===== src/rtl/regfile_sb_if.sv =====
// Register file + scoreboard bus: read ports, write-back, reservations, status.
// Latency: carries no state; the timing of each signal is set by regfile_sb.
// Backpressure: none; every request is accepted in the cycle it is presented.
interface regfile_sb_if #(
    parameter int DATA_W = 64,
    parameter int ADDR_W = 5,
    parameter int NUM_RD = 2
);
    logic [NUM_RD*ADDR_W-1:0] RA;
    logic [NUM_RD*DATA_W-1:0] BusR;
    logic [NUM_RD-1:0]        Busy;
    logic [ADDR_W-1:0]        RW;
    logic [DATA_W-1:0]        BusW;
    logic                     RegWr;
    logic                     Resv;
    logic [ADDR_W-1:0]        ResvAddr;
    logic [ADDR_W:0]          BusyCnt;
    logic                     Err;

    // Requester side: drives addresses, write-back and reservations.
    modport master (
        output RA, RW, BusW, RegWr, Resv, ResvAddr,
        input  BusR, Busy, BusyCnt, Err
    );

    // Register file side.
    modport slave (
        input  RA, RW, BusW, RegWr, Resv, ResvAddr,
        output BusR, Busy, BusyCnt, Err
    );
endinterface


===== src/rtl/regfile_sb.sv =====
// Multi-read-port register file with per-register busy scoreboard and sticky error.
// Latency: reads combinational; writes/reservations visible 1 cycle later, 0 when bypassed.
// Backpressure: none; writes and reservations are accepted every cycle.
module regfile_sb #(
    parameter int DATA_W   = 64,
    parameter int ADDR_W   = 5,
    parameter int NUM_RD   = 2,
    parameter int ZERO_REG = 31,
    parameter int ZERO_EN  = 1,
    parameter int BYPASS   = 1
) (
    input  logic         Clk,
    input  logic         Rst_n,
    regfile_sb_if.slave  bus
);
    localparam int DEPTH = 2 ** ADDR_W;
    localparam logic [ADDR_W-1:0] ZR = ADDR_W'(ZERO_REG);

    logic [DATA_W-1:0]        regs [DEPTH];
    logic [DEPTH-1:0]         busy;
    logic [DEPTH-1:0]         busy_nxt;
    logic [ADDR_W:0]          cnt_nxt;
    logic [ADDR_W:0]          busy_cnt;
    logic                     err;
    logic                     err_set;
    logic                     wr_en;
    logic [NUM_RD*DATA_W-1:0] busr;
    logic [NUM_RD-1:0]        busy_rd;

    // The hard-wired zero register silently swallows writes.
    assign wr_en = bus.RegWr && !((ZERO_EN != 0) && (bus.RW == ZR));

    // Next scoreboard: write-back clears, then a reservation sets (new reservation wins).
    always_comb begin
        busy_nxt = busy;
        if (bus.RegWr)
            busy_nxt[bus.RW] = 1'b0;
        if (bus.Resv)
            busy_nxt[bus.ResvAddr] = 1'b1;
        if (ZERO_EN != 0)
            busy_nxt[ZR] = 1'b0;
    end

    // Population count of the next scoreboard so the count lands on the same edge.
    always_comb begin
        cnt_nxt = '0;
        for (int k = 0; k < DEPTH; k++)
            cnt_nxt = cnt_nxt + (ADDR_W+1)'(busy_nxt[k]);
    end

    // Re-reserving a busy register is an error unless the same cycle writes it back.
    assign err_set = bus.Resv && busy[bus.ResvAddr] &&
                     !(bus.RegWr && (bus.RW == bus.ResvAddr));

    // Register array storage.
    always_ff @(posedge Clk or negedge Rst_n) begin
        if (!Rst_n) begin
            for (int k = 0; k < DEPTH; k++)
                regs[k] <= '0;
        end else if (wr_en) begin
            regs[bus.RW] <= bus.BusW;
        end
    end

    // Scoreboard, its count, and the sticky error flag.
    always_ff @(posedge Clk or negedge Rst_n) begin
        if (!Rst_n) begin
            busy     <= '0;
            busy_cnt <= '0;
            err      <= 1'b0;
        end else begin
            busy     <= busy_nxt;
            busy_cnt <= cnt_nxt;
            if (err_set)
                err <= 1'b1;
        end
    end

    // Per-port read data and busy flag, with same-cycle write-back forwarding.
    always_comb begin
        busr    = '0;
        busy_rd = '0;
        for (int i = 0; i < NUM_RD; i++) begin
            logic [ADDR_W-1:0] ra;
            logic              is_zero;
            logic              fwd;
            ra      = bus.RA[i*ADDR_W +: ADDR_W];
            is_zero = (ZERO_EN != 0) && (ra == ZR);
            fwd     = (BYPASS != 0) && bus.RegWr && (bus.RW == ra);
            if (is_zero) begin
                busr[i*DATA_W +: DATA_W] = '0;
                busy_rd[i]               = 1'b0;
            end else begin
                busr[i*DATA_W +: DATA_W] = fwd ? bus.BusW : regs[ra];
                busy_rd[i] = (fwd && !(bus.Resv && (bus.ResvAddr == ra))) ? 1'b0 : busy[ra];
            end
        end
    end

    assign bus.BusR    = busr;
    assign bus.Busy    = busy_rd;
    assign bus.BusyCnt = busy_cnt;
    assign bus.Err     = err;
endmodule


===== src/flat_wrapper.sv =====
// flat-port wrapper written by rule: the top's interface ports become plain ports
module regfile_sb_flat 
#(
    parameter int DATA_W   = 64,
    parameter int ADDR_W   = 5,
    parameter int NUM_RD   = 2,
    parameter int ZERO_REG = 31,
    parameter int ZERO_EN  = 1,
    parameter int BYPASS   = 1
)
  (Clk, Rst_n, bus_RA, bus_RW, bus_BusW, bus_RegWr, bus_Resv, bus_ResvAddr, bus_BusR, bus_Busy, bus_BusyCnt, bus_Err);
  regfile_sb_if #(.DATA_W(DATA_W), .ADDR_W(ADDR_W), .NUM_RD(NUM_RD)) bus_i ();
  input  logic Clk;
  input  logic Rst_n;
  input wire logic [$bits(bus_i.RA)-1:0] bus_RA;
  input wire logic [$bits(bus_i.RW)-1:0] bus_RW;
  input wire logic [$bits(bus_i.BusW)-1:0] bus_BusW;
  input wire logic [$bits(bus_i.RegWr)-1:0] bus_RegWr;
  input wire logic [$bits(bus_i.Resv)-1:0] bus_Resv;
  input wire logic [$bits(bus_i.ResvAddr)-1:0] bus_ResvAddr;
  output wire logic [$bits(bus_i.BusR)-1:0] bus_BusR;
  output wire logic [$bits(bus_i.Busy)-1:0] bus_Busy;
  output wire logic [$bits(bus_i.BusyCnt)-1:0] bus_BusyCnt;
  output wire logic [$bits(bus_i.Err)-1:0] bus_Err;
  assign bus_i.RA = bus_RA;
  assign bus_i.RW = bus_RW;
  assign bus_i.BusW = bus_BusW;
  assign bus_i.RegWr = bus_RegWr;
  assign bus_i.Resv = bus_Resv;
  assign bus_i.ResvAddr = bus_ResvAddr;
  assign bus_BusR = bus_i.BusR;
  assign bus_Busy = bus_i.Busy;
  assign bus_BusyCnt = bus_i.BusyCnt;
  assign bus_Err = bus_i.Err;
  regfile_sb #(.DATA_W(DATA_W), .ADDR_W(ADDR_W), .NUM_RD(NUM_RD), .ZERO_REG(ZERO_REG), .ZERO_EN(ZERO_EN), .BYPASS(BYPASS)) u_core (.Clk(Clk), .Rst_n(Rst_n), .bus(bus_i));
endmodule

===== config.mk =====
export PLATFORM = sky130hd
export DESIGN_NAME = regfile_sb_flat
export DESIGN_NICKNAME = d
export VERILOG_FILES = /design/src/rtl/regfile_sb_if.sv /design/src/rtl/regfile_sb.sv /design/src/flat_wrapper.sv
export SDC_FILE = /design/constraint.sdc
export NUM_CORES = 2
export LEC_CHECK = 0
export CORE_MARGIN = 2
export CORE_UTILIZATION = 57
export CTS_CLUSTER_SIZE = 30
export DETAILED_ROUTE_END_ITERATION = 6
export GPL_ROUTABILITY_DRIVEN = 0
export PLACE_DENSITY = 0.87
export RECOVER_POWER = 50
export SLEW_MARGIN = 20
export SYNTH_ARGS = -nofsm -noshare
export SYNTH_HDL_FRONTEND = slang
export SYNTH_SLANG_ARGS = --single-unit
export TNS_END_PERCENT = 1

===== constraint.sdc =====
create_clock -name Clk -period 5.15 [get_ports Clk]
set_clock_uncertainty 0.1 [all_clocks]
set_input_delay 1.03 -clock Clk [delete_from_list [all_inputs] [get_ports Clk]]
set_output_delay 1.03 -clock Clk [all_outputs]
set_load 0.01 [all_outputs]

# Word level (Yosys, flattened, before mapping)
# Cells that the tools add are included.
[word_totals]
regBits = 2086
latchBits = 0
mem_bits_rw = 0
rom_bits = 0
out_inout_bits = 137
wordCells = 135
mem_count = 0
[op_classes]
addsub = 30
multipliers = 0
div_mod_pow = 0
magnitude_cmp = 10
eq_ne = 8
shifts = 0
muxes = 29
bitwise = 6
reduce_logical = 17
[ops]
columns = ["op", "n"]
rows = [
  ["$bwmux W2048", 1],
  ["$bmux W64 S5", 2],
  ["$mux W64", 9],
  ["$demux W64 S5", 1],
  ["$add A6 B1 Y6", 29],
  ["$mux W31", 2],
  ["$and A31 B31 Y31", 1],
  ["$not A31 Y31", 1],
  ["$or A31 B31 Y31", 1],
  ["$eq A5 B5 Y1", 5],
  ["$lt A5 B6 Y1 const B", 4],
  ["$ge A6 B6 Y1 const B", 3],
  ["$not A5 Y6", 3],
  ["$bmux W1 S5", 3],
  ["$eq A5 B5 Y1 const B", 3],
  ["$logic_and A1 B1 Y1", 13],
  ["$demux W1 S5", 2],
  ["$ge A5 B1 Y1 const B", 2],
  ["$mux W1", 9],
  ["$lt A6 B1 Y1 const B", 1],
  ["$logic_not A1 Y1", 4],
  ["$add A1 B1 Y2", 1],
]

# Longest topological paths before layout
[logic_depth]
word_depth = 39
ltp_mapped = 25
depth_no_buf = 21

# Worst setup path after synthesis
# No wires, ideal clock.
[synth_timing]
kind = "input port to flip-flop"
start = "in bus_RW[1]"
end = "reg u_core.busy_cnt[4] (netlist: u_core.bus.BusyCnt[4])"
setup_ns = 0.080
arrival_ns = 6.698
required_ns = 4.970
slack_ns = -1.728
path_stages = 22
n_path_buf = 4
path_cell_list = "buf_2 -> nor2_1 -> and2_0 -> clkbuf_1 -> nand2_1 -> clkbuf_1 -> buf_2 -> a22o_1 -> ha_1 -> fa_1 -> fa_1 -> fa_1 -> inv_1 -> fa_1 -> inv_1 -> fa_1 -> fa_1 -> ha_1 -> fa_1 -> a21o_1 -> a21oi_1 -> xnor2_1"
[synth_via]
elab_chain_cells = 39
[synth_rtl]
columns = ["item", "line", "text"]
rows = [
  ["from (decl)", "flat_wrapper.sv:16", "input wire logic [$bits(bus_i.RW)-1:0] bus_RW;"],
  ["$lt A5 B6 Y1 (implied by the code) / $ge A5 B1 Y1 (equally long branches)", "regfile_sb.sv:37", "busy_nxt[bus.RW] = 1'b0;"],
  ["$logic_and A1 B1 Y1 (implied by the code)", "regfile_sb.sv:37", ""],
  ["$mux W1 (implied by the code)", "regfile_sb.sv:37", ""],
  ["$demux W1 S5 (*)", "n/a", ""],
  ["$not A31 Y31 (no line) (*)", "n/a", ""],
  ["$and A31 B31 Y31 (no line) (*)", "n/a", ""],
  ["$mux W31 (*)", "regfile_sb.sv:36", "if (bus.RegWr)"],
  ["$or A31 B31 Y31 (no line)", "n/a", ""],
  ["$mux W31 (*)", "regfile_sb.sv:38", "if (bus.Resv)"],
  ["net u_core.busy_nxt[0]", "regfile_sb.sv:21", "logic [DEPTH-1:0] busy_nxt;"],
  ["$add A1 B1 Y2 (*)", "regfile_sb.sv:48", "cnt_nxt = cnt_nxt + (ADDR_W+1)'(busy_nxt[k]);"],
  ["$add A6 B1 Y6 (*) (29 in series)", "regfile_sb.sv:48", ""],
  ["net u_core.cnt_nxt[4]", "regfile_sb.sv:22", "logic [ADDR_W:0] cnt_nxt;"],
  ["to (signal assigned)", "regfile_sb.sv:73", "busy_cnt <= cnt_nxt;"],
  ["to (decl)", "regfile_sb.sv:23", "logic [ADDR_W:0] busy_cnt;"],
]
# Mark *: on every way through the listed nets, which the timed path passes. The rest lies on a longest branch.
# A chain may end at the register's enable or synchronous reset.

# Worst setup path in the final report
[layout_timing]
start = "in bus_RW[2]"
end = "reg u_core.busy_cnt[4] (netlist: u_core.bus.BusyCnt[4])"
[layout_rtl]
columns = ["item", "line"]
rows = [
  ["$lt A5 B6 Y1 (implied by the code) / $ge A5 B1 Y1 (equally long branches)", "regfile_sb.sv:37"],
  ["$logic_and A1 B1 Y1 (implied by the code)", "regfile_sb.sv:37"],
  ["$mux W1 (implied by the code)", "regfile_sb.sv:37"],
  ["$demux W1 S5 (*)", "n/a"],
  ["$not A31 Y31 (no line) (*)", "n/a"],
  ["$and A31 B31 Y31 (no line) (*)", "n/a"],
  ["$mux W31 (*)", "regfile_sb.sv:36"],
  ["$or A31 B31 Y31 (no line)", "n/a"],
  ["$mux W31 (*)", "regfile_sb.sv:38"],
  ["net u_core.busy_nxt[26]", "regfile_sb.sv:21"],
  ["$add A6 B1 Y6 (*) (5 in series)", "regfile_sb.sv:48"],
  ["net u_core.cnt_nxt[4]", "regfile_sb.sv:22"],
]
# Marks and branches as above.

==> reports/metrics.yaml <==
status: "finished, violations left"
violations: "design-rule violations, max-capacitance violations, max-slew violations, negative setup slack"
die_area_um2: 200000
grt_max_degree: 136
routed_via_density: 7.49
synthCells: 8017
drv_slew: 122
endpoint: "u_core.bus.BusyCnt[4]$_DFF_PN0_"
syn_avg_cell_area_um2: 14.0
ys_seq_elements: 2086
synth_common_cells: "2086 x dfrtp_1, 1793 x mux2_2, 795 x mux4_2, 652 x nand2_1, 539 x clkbuf_1"
gr-total-overflow: 0
antenna_left: 0
core-area_um2: 195000
die_x_um: 447
p_total_w: 0.0531
critPathKind: "input pin to register"
synth_ff_type: "dfrtp_1"
placed_cell_area_um2: 120000
clockRootBuffer: "clkbuf_16"
worstPathMaxFanout: 6
dr.pass1.iters: 7
hold_depth: 0
finalWorstSetupSlack_ns: -0.379
endpoint_kind: "register"
syn-cell-area_um2: 112000
peakVddDrop_mv: 1.84
tightest_slew_ns: 4.42
vias: 82500
cts_sinks: 2086
r2r_slack_ns: -0.10
cp.arrival_ns: 6.29
cp_common_cell: "fa_1"
startpoint_type: "input pin"
first_iter_violations: 11800
synth_edf_count: 0
htreeDepth: 4
fmax_ghz: 0.181
synth.net_count: 8137
drive_gt1_frac: 0.451
cts_made_buffers: 212
synth-warning-count: 0
place_hpwl_um: 216000
hold_violations: 0
slowest_delay_ns: 0.53
crit_required_ns: 5.91
path_cells: "buf_6 > buf_6 > buf_4 > and4b_1 > nand2_1 > or2_4 > a22o_1 > inv_1 > fa_1 > fa_1 > fa_1 > fa_1 > inv_1 > fa_1 > fa_1 > ha_2 > fa_2 > a21o_1 > a21oi_2 > xnor2_1"
p_per_area_nw_per_um2: 414
place_inst: 10600
relSlewSlack: -1.95
stdcell_area_um2: 128000
wire_per_inst_um: 34.1
clockBufferDepth: 3
yosysTopAreaCell: "dfrtp_1"
numPortBuffers: 224
rsz0062_at_grt: "true"
fin_setup_tns_ns: -1.44
track_usage: 0.374
clkLatencyLatePin_ns: 0.94
rows: 162
synth-async-reset-ratio: 1.00
timing.rr.start: "u_core.busy[28]$_DFF_PN0_"
drc: 2
min_period_ns: 5.53
yosysUniqueCellTypes: 51
finalNonFillerCells: 11000
yosysSeqAreaShare: 0.467
p_leak_nw: 57.1
worstSetupStartpoint: "bus_RW[2]"
grt_pass1_wl_um: 557000
setup_viol_count_final: 11
initial_core_util: 0.574
drv_cap: 1
ios: 225
antenna_found_initial: 11
grt_pass1_vias: 87500
die_height_um: 447
path_clk_slew_ns: 0.06
nFillCells: 12400
synth_most_common_cell: "dfrtp_1"
cts_tree: "done"
finalWirelength_um: 375000
synthTopCellsByArea: "dfrtp_1 47%, mux2_2 18%, mux4_2 16%"
fin_crit_sh: 1.07
holdCritPathClass: "register to register"
netlist.area_leader.share: 0.467
cp_slowest_cell: "fa_1"
r2r_end: "u_core.bus.BusyCnt[4]$_DFF_PN0_"
worst-r2r-cell-count: 15
fin_nets: 8316
syn2layout_area_growth_pct: 14.5
## cell families (layout without fill, tap and decap cells)
logic type,after synthesis,after routing,share of synthesized area
adders and majority gates,32,32,0.00512
and+or+nand+nor,732,732,0.0260
other,0,7,0
DFF,2086,2086,0.467
xor gates and xnor gates,28,28,0.00219
muxes,3100,3100,0.386
AOI/OAI and AO/OA,1060,1060,0.0735
buffers and inverters,979,1340,0.0403
## area by class of cell
class                           count  area (µm²)  area share
Multi-Input combinational cell   4952       55800       0.435
Antenna cell                        7        17.5    0.000137
Tap cell                         2624        3280      0.0256
Sequential cell                  2086       52200       0.407
Clock inverter                     73        1170     0.00911
Timing Repair Buffer              896        9190      0.0717
Clock buffer                      323        6310      0.0493
Inverter                           48         180     0.00141
## per-stage QoR
step	setup slack (ns)	hold slack, ns	util
after floorplan	-1.23	0.340	-
after global placement	-1.61	0.285	0.617
after detailed placement	-1.79	0.290	0.617
after CTS	-0.499	0.0774	0.657
after global routing	-0.428	0.315	0.657
final	-0.379	0.302	0.657
## critical path, delay by kind of cell
family / cells / cell delay, ns
buffers and inverters: 5 / 0.51
adder cells (fa/ha/maj): 8 / 3.48
AO/OA/AOI/OAI: 3 / 0.50
AND/OR/NAND/NOR: 3 / 0.64
XOR/XNOR: 1 / 0.12
## layout by cell type, fill, tap and decap left out, types with 13 or more instances in the layout
cell | netlist | routed
bufinv_16 | 0 | 18
a22o_1 | 240 | 240
nand2_4 | 0 | 20
dfrtp_1 | 2086 | 2086
mux2_2 | 1793 | 1793
clkbuf_1 | 539 | 60
mux4_2 | 795 | 795
a2111oi_0 | 46 | 26
o221ai_1 | 142 | 142
clkinv_16 | 0 | 13
a21oi_1 | 255 | 251
mux2i_1 | 512 | 512
clkbuf_8 | 0 | 61
a32o_1 | 17 | 17
nor2_4 | 1 | 19
a2111oi_1 | 0 | 13
inv_1 | 48 | 44
xor2_1 | 17 | 17
clkbuf_16 | 0 | 212
buf_4 | 63 | 502
a22oi_1 | 152 | 147
clkinv_2 | 0 | 37
a2111oi_2 | 65 | 71
o22ai_1 | 112 | 112
buf_12 | 0 | 153
nand2_1 | 652 | 632
fa_1 | 23 | 21
clkdlybuf4s50_1 | 0 | 199
## flip-flops by register name (all words and copies together), names as in the netlist
register and count:
u_core.regs 2048, u_core.busy 31, u_core.bus.BusyCnt 6, u_core.bus.Err 1
## how the worst min path moves through the flow
stage | from | end | slack, ns
finish | u_core.regs[5]$_DFFE_PN0P_ | u_core.regs[5]$_DFFE_PN0P_ | 0.30
detailed placement | u_core.regs[27]$_DFFE_PN0P_ | u_core.regs[27]$_DFFE_PN0P_ | 0.29
global route | u_core.regs[35]$_DFFE_PN0P_ | u_core.regs[35]$_DFFE_PN0P_ | 0.32
CTS | Rst_n | u_core.regs[427]$_DFFE_PN0P_ | 0.08
global placement | u_core.regs[38]$_DFFE_PN0P_ | u_core.regs[38]$_DFFE_PN0P_ | 0.28
floorplan | u_core.regs[63]$_DFFE_PN0P_ | u_core.regs[63]$_DFFE_PN0P_ | 0.34
## repair_timing
action / CTS / global route
pin swaps: 23 / 18
hold buffers: 0 / 0
buffers inserted: 11 / 7
resized for setup: 72 / 41
cloned: 0 / 1
endpoints found under the setup margin: 91 / 38
## per-layer routing
layer | part of all wire | wire length (µm) | up-vias | track usage
li1 | - | - | 31000 | -
met1 | 0.33 | 124000 | 42300 | 0.448
met2 | 0.45 | 170000 | 6953 | 0.565
met3 | 0.13 | 48300 | 2178 | 0.121
met4 | 0.087 | 32600 | 14 | 0.281
met5 | 0.00027 | 103 | - | 0.000977
## report_power, final
group	internal, W	leakage, nW	switching, W
logic	0.00802	26.7	0.00645
clock network	0.00941	3.66	0.00700
registers	0.0196	26.8	0.00260
total	0.0370	57.1	0.0160
(Power assumes the default switching activity.)
